**src/rtl/lcd_rx_monitor.sv**
```systemverilog
// Receive-side checker for the parallel RGB565 LCD bus: recovers pixel coordinates,
// measures frame geometry against the expected panel size and reports lock, errors and a checksum.
module lcd_rx_monitor #(
    parameter int H_ACTIVE        = 480,
    parameter int V_ACTIVE        = 272,
    parameter bit SYNC_ACTIVE_LOW = 1'b1
) (
    input  logic        PIXEL_CLK,
    input  logic        RESETn,
    input  logic        HSYNC,
    input  logic        VSYNC,
    input  logic        DEN,
    input  logic [4:0]  R,
    input  logic [5:0]  G,
    input  logic [4:0]  B,
    output logic        RX_VALID,
    output logic [10:0] RX_X,
    output logic [10:0] RX_Y,
    output logic [15:0] RX_PIX,
    output logic        FRAME_DONE,
    output logic [10:0] MEAS_WIDTH,
    output logic [10:0] MEAS_HEIGHT,
    output logic [15:0] FRAME_SUM,
    output logic        ERR_WIDTH,
    output logic        ERR_HEIGHT,
    output logic        ERR_SYNC,
    output logic        LOCKED
);
    localparam logic [10:0] CNT_MAX = 11'h7FF;
    localparam logic [10:0] H_EXP   = 11'(H_ACTIVE);
    localparam logic [10:0] V_EXP   = 11'(V_ACTIVE);

    typedef enum logic [1:0] {S_UNLOCKED, S_ACQUIRE, S_LOCKED} state_t;

    state_t      state;
    logic        hs_r, vs_r, den_r, vs_d, den_d;
    logic [15:0] pix_r;
    logic [10:0] x_cnt, y_cnt, last_width;
    logic [15:0] sum_acc;
    logic        err_w_l, err_s_l;

    logic        vs_rise, den_fall;
    logic [10:0] y_nxt, lw_nxt;
    logic [15:0] sum_nxt;
    logic        ew_nxt, es_nxt, frame_err;

    assign vs_rise  = vs_r & ~vs_d;
    assign den_fall = den_d & ~den_r;

    // Next-state views of the frame accumulators so a line ending on the same
    // edge as the frame sync is folded into the frame being closed.
    always_comb begin
        y_nxt     = (den_fall && y_cnt != CNT_MAX) ? y_cnt + 11'd1 : y_cnt;
        // x_cnt already includes the final pixel of the line when den_fall is seen
        lw_nxt    = den_fall ? x_cnt : last_width;
        ew_nxt    = err_w_l | (den_fall && x_cnt != H_EXP);
        es_nxt    = err_s_l | (den_r & (hs_r | vs_r));
        sum_nxt   = den_r ? sum_acc + pix_r : sum_acc;
        frame_err = ew_nxt | es_nxt | (y_nxt != V_EXP);
    end

    always_ff @(posedge PIXEL_CLK or negedge RESETn) begin
        if (!RESETn) begin
            hs_r     <= 1'b0;
            vs_r     <= 1'b0;
            den_r    <= 1'b0;
            pix_r    <= '0;
            vs_d     <= 1'b0;
            den_d    <= 1'b0;
            x_cnt    <= '0;
            y_cnt    <= '0;
            RX_VALID <= 1'b0;
            RX_X     <= '0;
            RX_Y     <= '0;
            RX_PIX   <= '0;
        end else begin
            hs_r     <= HSYNC ^ SYNC_ACTIVE_LOW;
            vs_r     <= VSYNC ^ SYNC_ACTIVE_LOW;
            den_r    <= DEN;
            pix_r    <= {R, G, B};
            vs_d     <= vs_r;
            den_d    <= den_r;
            RX_VALID <= den_r;
            RX_X     <= x_cnt;
            RX_Y     <= y_cnt;
            RX_PIX   <= pix_r;
            if (den_fall)
                x_cnt <= '0;
            else if (den_r && x_cnt != CNT_MAX)
                x_cnt <= x_cnt + 11'd1;
            y_cnt <= vs_rise ? 11'd0 : y_nxt;
        end
    end

    always_ff @(posedge PIXEL_CLK or negedge RESETn) begin
        if (!RESETn) begin
            state       <= S_UNLOCKED;
            last_width  <= '0;
            sum_acc     <= '0;
            err_w_l     <= 1'b0;
            err_s_l     <= 1'b0;
            FRAME_DONE  <= 1'b0;
            MEAS_WIDTH  <= '0;
            MEAS_HEIGHT <= '0;
            FRAME_SUM   <= '0;
            ERR_WIDTH   <= 1'b0;
            ERR_HEIGHT  <= 1'b0;
            ERR_SYNC    <= 1'b0;
            LOCKED      <= 1'b0;
        end else begin
            FRAME_DONE <= 1'b0;
            case (state)
                S_UNLOCKED: begin
                    if (vs_rise)
                        state <= S_ACQUIRE;
                end
                default: begin
                    if (vs_rise) begin
                        MEAS_WIDTH  <= lw_nxt;
                        MEAS_HEIGHT <= y_nxt;
                        FRAME_SUM   <= sum_nxt;
                        ERR_WIDTH   <= ew_nxt;
                        ERR_HEIGHT  <= (y_nxt != V_EXP);
                        ERR_SYNC    <= es_nxt;
                        FRAME_DONE  <= 1'b1;
                        state       <= frame_err ? S_ACQUIRE : S_LOCKED;
                        LOCKED      <= ~frame_err;
                        last_width  <= '0;
                        sum_acc     <= '0;
                        err_w_l     <= 1'b0;
                        err_s_l     <= 1'b0;
                    end else begin
                        last_width <= lw_nxt;
                        sum_acc    <= sum_nxt;
                        err_w_l    <= ew_nxt;
                        err_s_l    <= es_nxt;
                    end
                end
            endcase
        end
    end
endmodule

```
**config.mk**
```make
export PLATFORM = sky130hd
export DESIGN_NAME = lcd_rx_monitor
export DESIGN_NICKNAME = d
export VERILOG_FILES = /design/src/rtl/lcd_rx_monitor.sv
export SDC_FILE = /design/constraint.sdc
export NUM_CORES = 1
export LEC_CHECK = 0
export CAP_MARGIN = 20
export CORE_MARGIN = 2
export CORE_UTILIZATION = 30
export DETAILED_ROUTE_END_ITERATION = 8
export PLACE_DENSITY = 0.51
export SLEW_MARGIN = 20
export SYNTH_ARGS = -nofsm -noshare
export SYNTH_HDL_FRONTEND = slang
export SYNTH_SLANG_ARGS = --single-unit
```
**constraint.sdc**
```tcl
create_clock -name PIXEL_CLK -period 6.98 [get_ports PIXEL_CLK]
set_input_delay 1.396 -clock PIXEL_CLK [delete_from_list [all_inputs] [get_ports PIXEL_CLK]]
set_output_delay 1.396 -clock PIXEL_CLK [all_outputs]
set_load 0.02 [all_outputs]
```
# After elaboration in Yosys (flattened, before gate mapping)
# Index checks and enable logic that the tools add are counted.
# W data, S select, Z words.
# totals
regBits,155
in_bits,21
output_inout_bits,82
elab_cells,67
# classes
add_sub_neg,3
eq_ne,4
mux,16
bitwise_logic,14
n_reduce_logical,6
# ops
operator,n
$mux W11,6
$mux W16,2
$add A11 B1 Y11 const B,2
$ne A11 B11 Y1 const B,2
$ne A11 B9 Y1 const B,2
$add A16 B16 Y16,1
$mux W2,4
$not A1 Y1,6
$or A1 B1 Y1,5
$mux W1,4
$and A1 B1 Y1,3
$logic_and A1 B1 Y1,3
$logic_not A2 Y1,1
$reduce_and A2 Y1,1
$reduce_bool A2 Y1,1

# Longest topological paths before layout
# depth
ltp_word,9
depth_mapped,9
ltp_nobuf,9

# Worst setup path before layout
# Ideal clock, no wire load.
# synth_timing
path_type,register -> register
from,reg pix_r[0]
to,reg FRAME_SUM[8]
setup_ps,122
t_arrival_ps,2215
required_time_ps,6858
slack_ps,4644
path_stages_with_launch,10
path_buffers,0
synth_period_minus_slack_ps,2336
cell_sequence,dfrtp_1 -> ha_1 -> fa_1 -> a21o_1 -> a21oi_1 -> o21bai_1 -> a2111oi_0 -> or3_1 -> mux2i_1 -> nand2_1
# synth_between
elab_chain_len,2
# synth_lines
item,line_no,text
"start, declared",37,logic [15:0] pix_r;
"start signal, assigned",80,"pix_r <= {R, G, B};"
$add A16 B16 Y16,58,sum_nxt = den_r ? sum_acc + pix_r : sum_acc;
$mux W16,58,
"end signal, assigned",121,FRAME_SUM <= sum_nxt;
"end, declared",23,"output logic [15:0] FRAME_SUM,"
# Every way passes these cells.
# A chain may end at the register's enable or synchronous reset.

==> run summary <==
For the pin with the worst max-slew slack, the measured transition is 1020 ps. The tools report the routed wire length as 15600 um. For this run, the number of Yosys warnings is 0. In the final layout, flip-flops and latches occupy 3880 sq um. Each instance of the synthesized netlist takes up on average 11.1 sq um.

In this run the remaining antenna-violating nets after routing total 0. The number of inserted diodes is 0, and the count of different cell masters after synthesis is 57. The flow ran to the end, and the final reports show no timing, DRC or antenna violations. In this run the tool buffered the top-level ports with 102 buffer cells.

The via-per-instance ratio is 4.85. On the critical path, the stage with the largest delay is an instance of clkdlybuf4s50_1. The worst hold path terminates at RX_PIX[13]. Synthesis produced a netlist whose cell count is 581. The startpoint of the lowest-slack register-to-register path was den_r. In this run the worst hold path is classified as reg2reg. The global-route layer with the greatest usage is met2. The via count of the first global-routing pass was 4860; the first-pass GRT wire length was 25900 um. The tools report the proportion of power drawn by the clock network as 0.327.

Across the run, the number of max-cap violations was 0. TritonCTS built the clock tree. The run gives 0.395 as the part of the total power dissipated in sequential elements.

The worst reg2reg path endpoint was state[0]. The final clock period utilization by the worst path is 0.420. By startpoint and endpoint, the worst setup path is classified as reg2out. The height of the chip came out at 151 um.

The buffering stage count on the worst path with inverters included is 1. The worst setup path is captured at a primary output. The synthesized design contains 0 enable-type register cells.

The depth of the worst register-to-register path was 9; the iteration-0 DRC count of the detailed router was 345. The count of buffers added by post-CTS timing repair for setup was 0; the depth of the worst hold-timing path was 0. Of all nets on the critical path, the largest fanout is 5. The cell area that synthesis handed to floorplanning was 6440 sq um. The clock latency reported for the late side of the worst-skew pair came out at 420 ps. The worst register-to-register path has a setup slack of 4250 ps.

STA classifies the critical path startpoint as a flip-flop. On the critical path the largest part of the delay comes from buffers and inverters. The share of synthesized flip-flops with an asynchronous set or reset is 1.00, and the number of nets produced by synthesis is 621. The final core utilization was 0.397; the count of vias placed by the detailed router was 4701. The tools report the fill cell total of the finished layout as 2036.

Summing all multi-input logic gate instances after layout gives 2420 sq um. For this run, design rule violations remaining after detail routing come to 0. The analysis attributes to cell leakage a power of 0.00377 uW. The logs give 0.602 for the sequential fraction of the synthesis area and 1540 ps for the arrival time at the worst endpoint. Horizontal extent of the die: 151 um. Across the VDD grid, the largest voltage drop is 0.000185 V. Internal power comes to 1960 uW. The number of antenna violations at the first check in global routing came out at 0. Based on the critical path, the design can be clocked at up to 341 MHz.

The max-slew violation count is 0, and the ratio of cells with drive above 1 in the final layout is 0.0692. The run gives 0 as the number of endpoints with negative hold slack in the final report. Setup repair after global routing left no endpoint under its margin. For the met3 capacity usage during global routing, the log shows 0.0367. The worst hold path begins at pix_r[13]. The smallest clock period supported by the final layout is computed as 2930 ps. The number of optimization iterations in the first detailed-route pass is 4, and the number of buffers inserted during clock tree synthesis is 17.

The area growth from synthesis to layout works out to 29.7%. After clock tree synthesis, the repair step resized 0 gates. The tools report the final net count as 722.

The core region is 21000 sq um. Dividing the detail-routed wire length by the instance count gives 16.1 um. The tree is rooted in a clkbuf_16. Met2 track utilization from global routing: 0.231. At the end of routability-driven placement, the weighted congestion stood at 0.881. For the met1 layer usage reported by global route, the log shows 0.204. On the worst path, the slowest cell contributes a delay of 670 ps. For the headroom to the max-slew limit, the log shows 0.321.

At the worst endpoint, the required time is 5580 ps. The floorplan step defined a die boundary enclosing 22700 sq um. The flip-flop and latch count after synthesis works out to 155.

Adding up every negative setup slack in the final design gives 0 ps. For this design the ratio of total power to cell area is 341 nW/um^2. The primary flip-flop cell chosen by synthesis mapping was dfrtp_1. The logs give 103 for the number of primary I/O pins and 2850 uW for the sum of internal, switching and leakage power.

The fraction of power spent switching nets came out at 0.312. In this run the worst setup path begins at den_d. Clock-pin slew was measured on the worst setup and hold paths at 60 ps. Clock skew on the completed layout was measured at 8.40 ps. Row generation in the floorplan step produced 53 rows. The total overflow left after global routing is 0. The number of hold buffers added after CTS was 0. H-tree depth: 4. Final-report setup violation count: 0. Traced cell by cell, the critical path runs through clkdlybuf4s50_1.

The analysis attributes to net switching a power of 890 uW. The run gives 90 as the largest net degree at the start of global routing. The longest clock path from root to sink contains 2 buffers. The tools report the overall fraction of global-route tracks in use as 0.149. Detailed placement finished with a half-perimeter wire length of 10600 um. The number of clock sinks seen by CTS is 155. The initial core utilization was 0.306; the portion of total power attributed to combinational logic was 0.277.
power groups by stage:
stage          Clock, uW  Combinational (uW)  Sequential (uW)
6_report             934                 791             1130
5_1_grt             1010                 875             1150
4_1_cts              958                 800             1130
3_5_place_dp           0                 791             1140
3_3_place_gp           0                 779             1140
2_1_floorplan          0                 432             1210
cells in the mapped netlist, drive strengths merged, types with 3 or more instances:
cell | number | area (sq um)
dfrtp | 155 | 3880
nand2 | 82 | 308
o21ai | 47 | 235
nor2 | 45 | 169
a21oi | 23 | 115
clkbuf | 21 | 78.8
a22o | 19 | 166
ha | 18 | 225
a31oi | 15 | 93.8
and3 | 15 | 93.8
mux2i | 14 | 140
xor2 | 13 | 114
nand3 | 12 | 60.1
inv | 11 | 41.3
xnor2 | 10 | 87.6
nor3 | 7 | 35.0
a21o | 6 | 45.0
buf | 6 | 35.0
nand4 | 6 | 50.0
and2 | 5 | 31.3
nor2b | 5 | 31.3
and4 | 4 | 37.5
o31ai | 4 | 30.0
or3 | 4 | 25.0
nand2b | 3 | 18.8
o22ai | 3 | 18.8
sequential cells by signal (all words and copies together), names as in the netlist, 11 cells and up:
| signal | flops |
|---|---|
| FRAME_SUM | 16 |
| RX_PIX | 16 |
| MEAS_HEIGHT | 11 |
| y_cnt | 11 |
| sum_acc | 16 |
| x_cnt | 11 |
| RX_X | 11 |
| MEAS_WIDTH | 11 |
| last_width | 11 |
| RX_Y | 11 |
| pix_r | 16 |
per-layer routing:
metal / wire length, um / vias up
li1: - / 2252
met1: 7270 / 2308
met2: 7400 / 116
met3: 668 / 25
met4: 224 / 0
met5: 0 / -
cell type report:
cell class,instances,area share
Sequential cell,155,0.464
Inverter,11,0.00494
Clock buffer,20,0.0535
Clock inverter,11,0.0174
Timing Repair Buffer,109,0.129
Multi-Input combinational cell,388,0.290
Tap cell,275,0.0412
stage by stage:
| step | std cells | instance area [sq um] | worst slack [ps] | hold WS [ps] |
|---|---|---|---|---|
| 3_5_place_dp | 938 | 7760 | 4000 | 384 |
| 4_1_cts | 969 | 8350 | 4010 | 395 |
| 5_1_grt | 969 | 8350 | 3990 | 404 |
| 2_1_floorplan | 581 | 6440 | 4640 | 349 |
| 3_3_place_gp | 938 | 7760 | 4070 | 372 |
| 6_report | 969 | 8350 | 4050 | 394 |
worst max-delay path by stage:
stage	end	depth (start not counted)	slack [ps]
5_1_grt	RX_VALID	1	3990
3_5_place_dp	sum_acc[6]	2	4000
3_3_place_gp	sum_acc[6]	2	4070
6_report	RX_VALID	1	4050
4_1_cts	RX_VALID	1	4010
2_1_floorplan	FRAME_SUM[8]	9	4640
logic make-up (layout without fill, tap and decap cells):
group | Yosys count | after routing | synth area share
compound gates | 134 | 134 | 0.133
xor+xnor | 23 | 23 | 0.0313
fa+ha+maj | 19 | 19 | 0.0381
buf+inv | 38 | 151 | 0.0241
flops | 155 | 155 | 0.602
mux | 14 | 14 | 0.0218
simple gates | 198 | 198 | 0.150
cells in the final DEF (no fill, tap or decap), types with 3 or more instances in the layout:
cell,n
nor3_1,7
clkbuf_16,17
dfrtp_1,155
o31ai_1,4
a21oi_1,23
ha_1,18
a22o_1,19
and3_1,15
a31oi_1,15
o21ai_0,43
nand2_1,82
nor2b_1,5
mux2i_1,14
nand3_1,12
clkdlybuf4s50_1,101
o21ai_1,3
inv_1,10
clkinv_2,3
nor2_1,45
and2_1,5
a21o_1,6
nand2b_1,3
xnor2_1,10
buf_4,7
bufinv_16,3
xor2_1,13
or3_1,4
clkinvlp_4,3
nand4_1,4
and4_1,3
(Power assumes the default switching activity.)
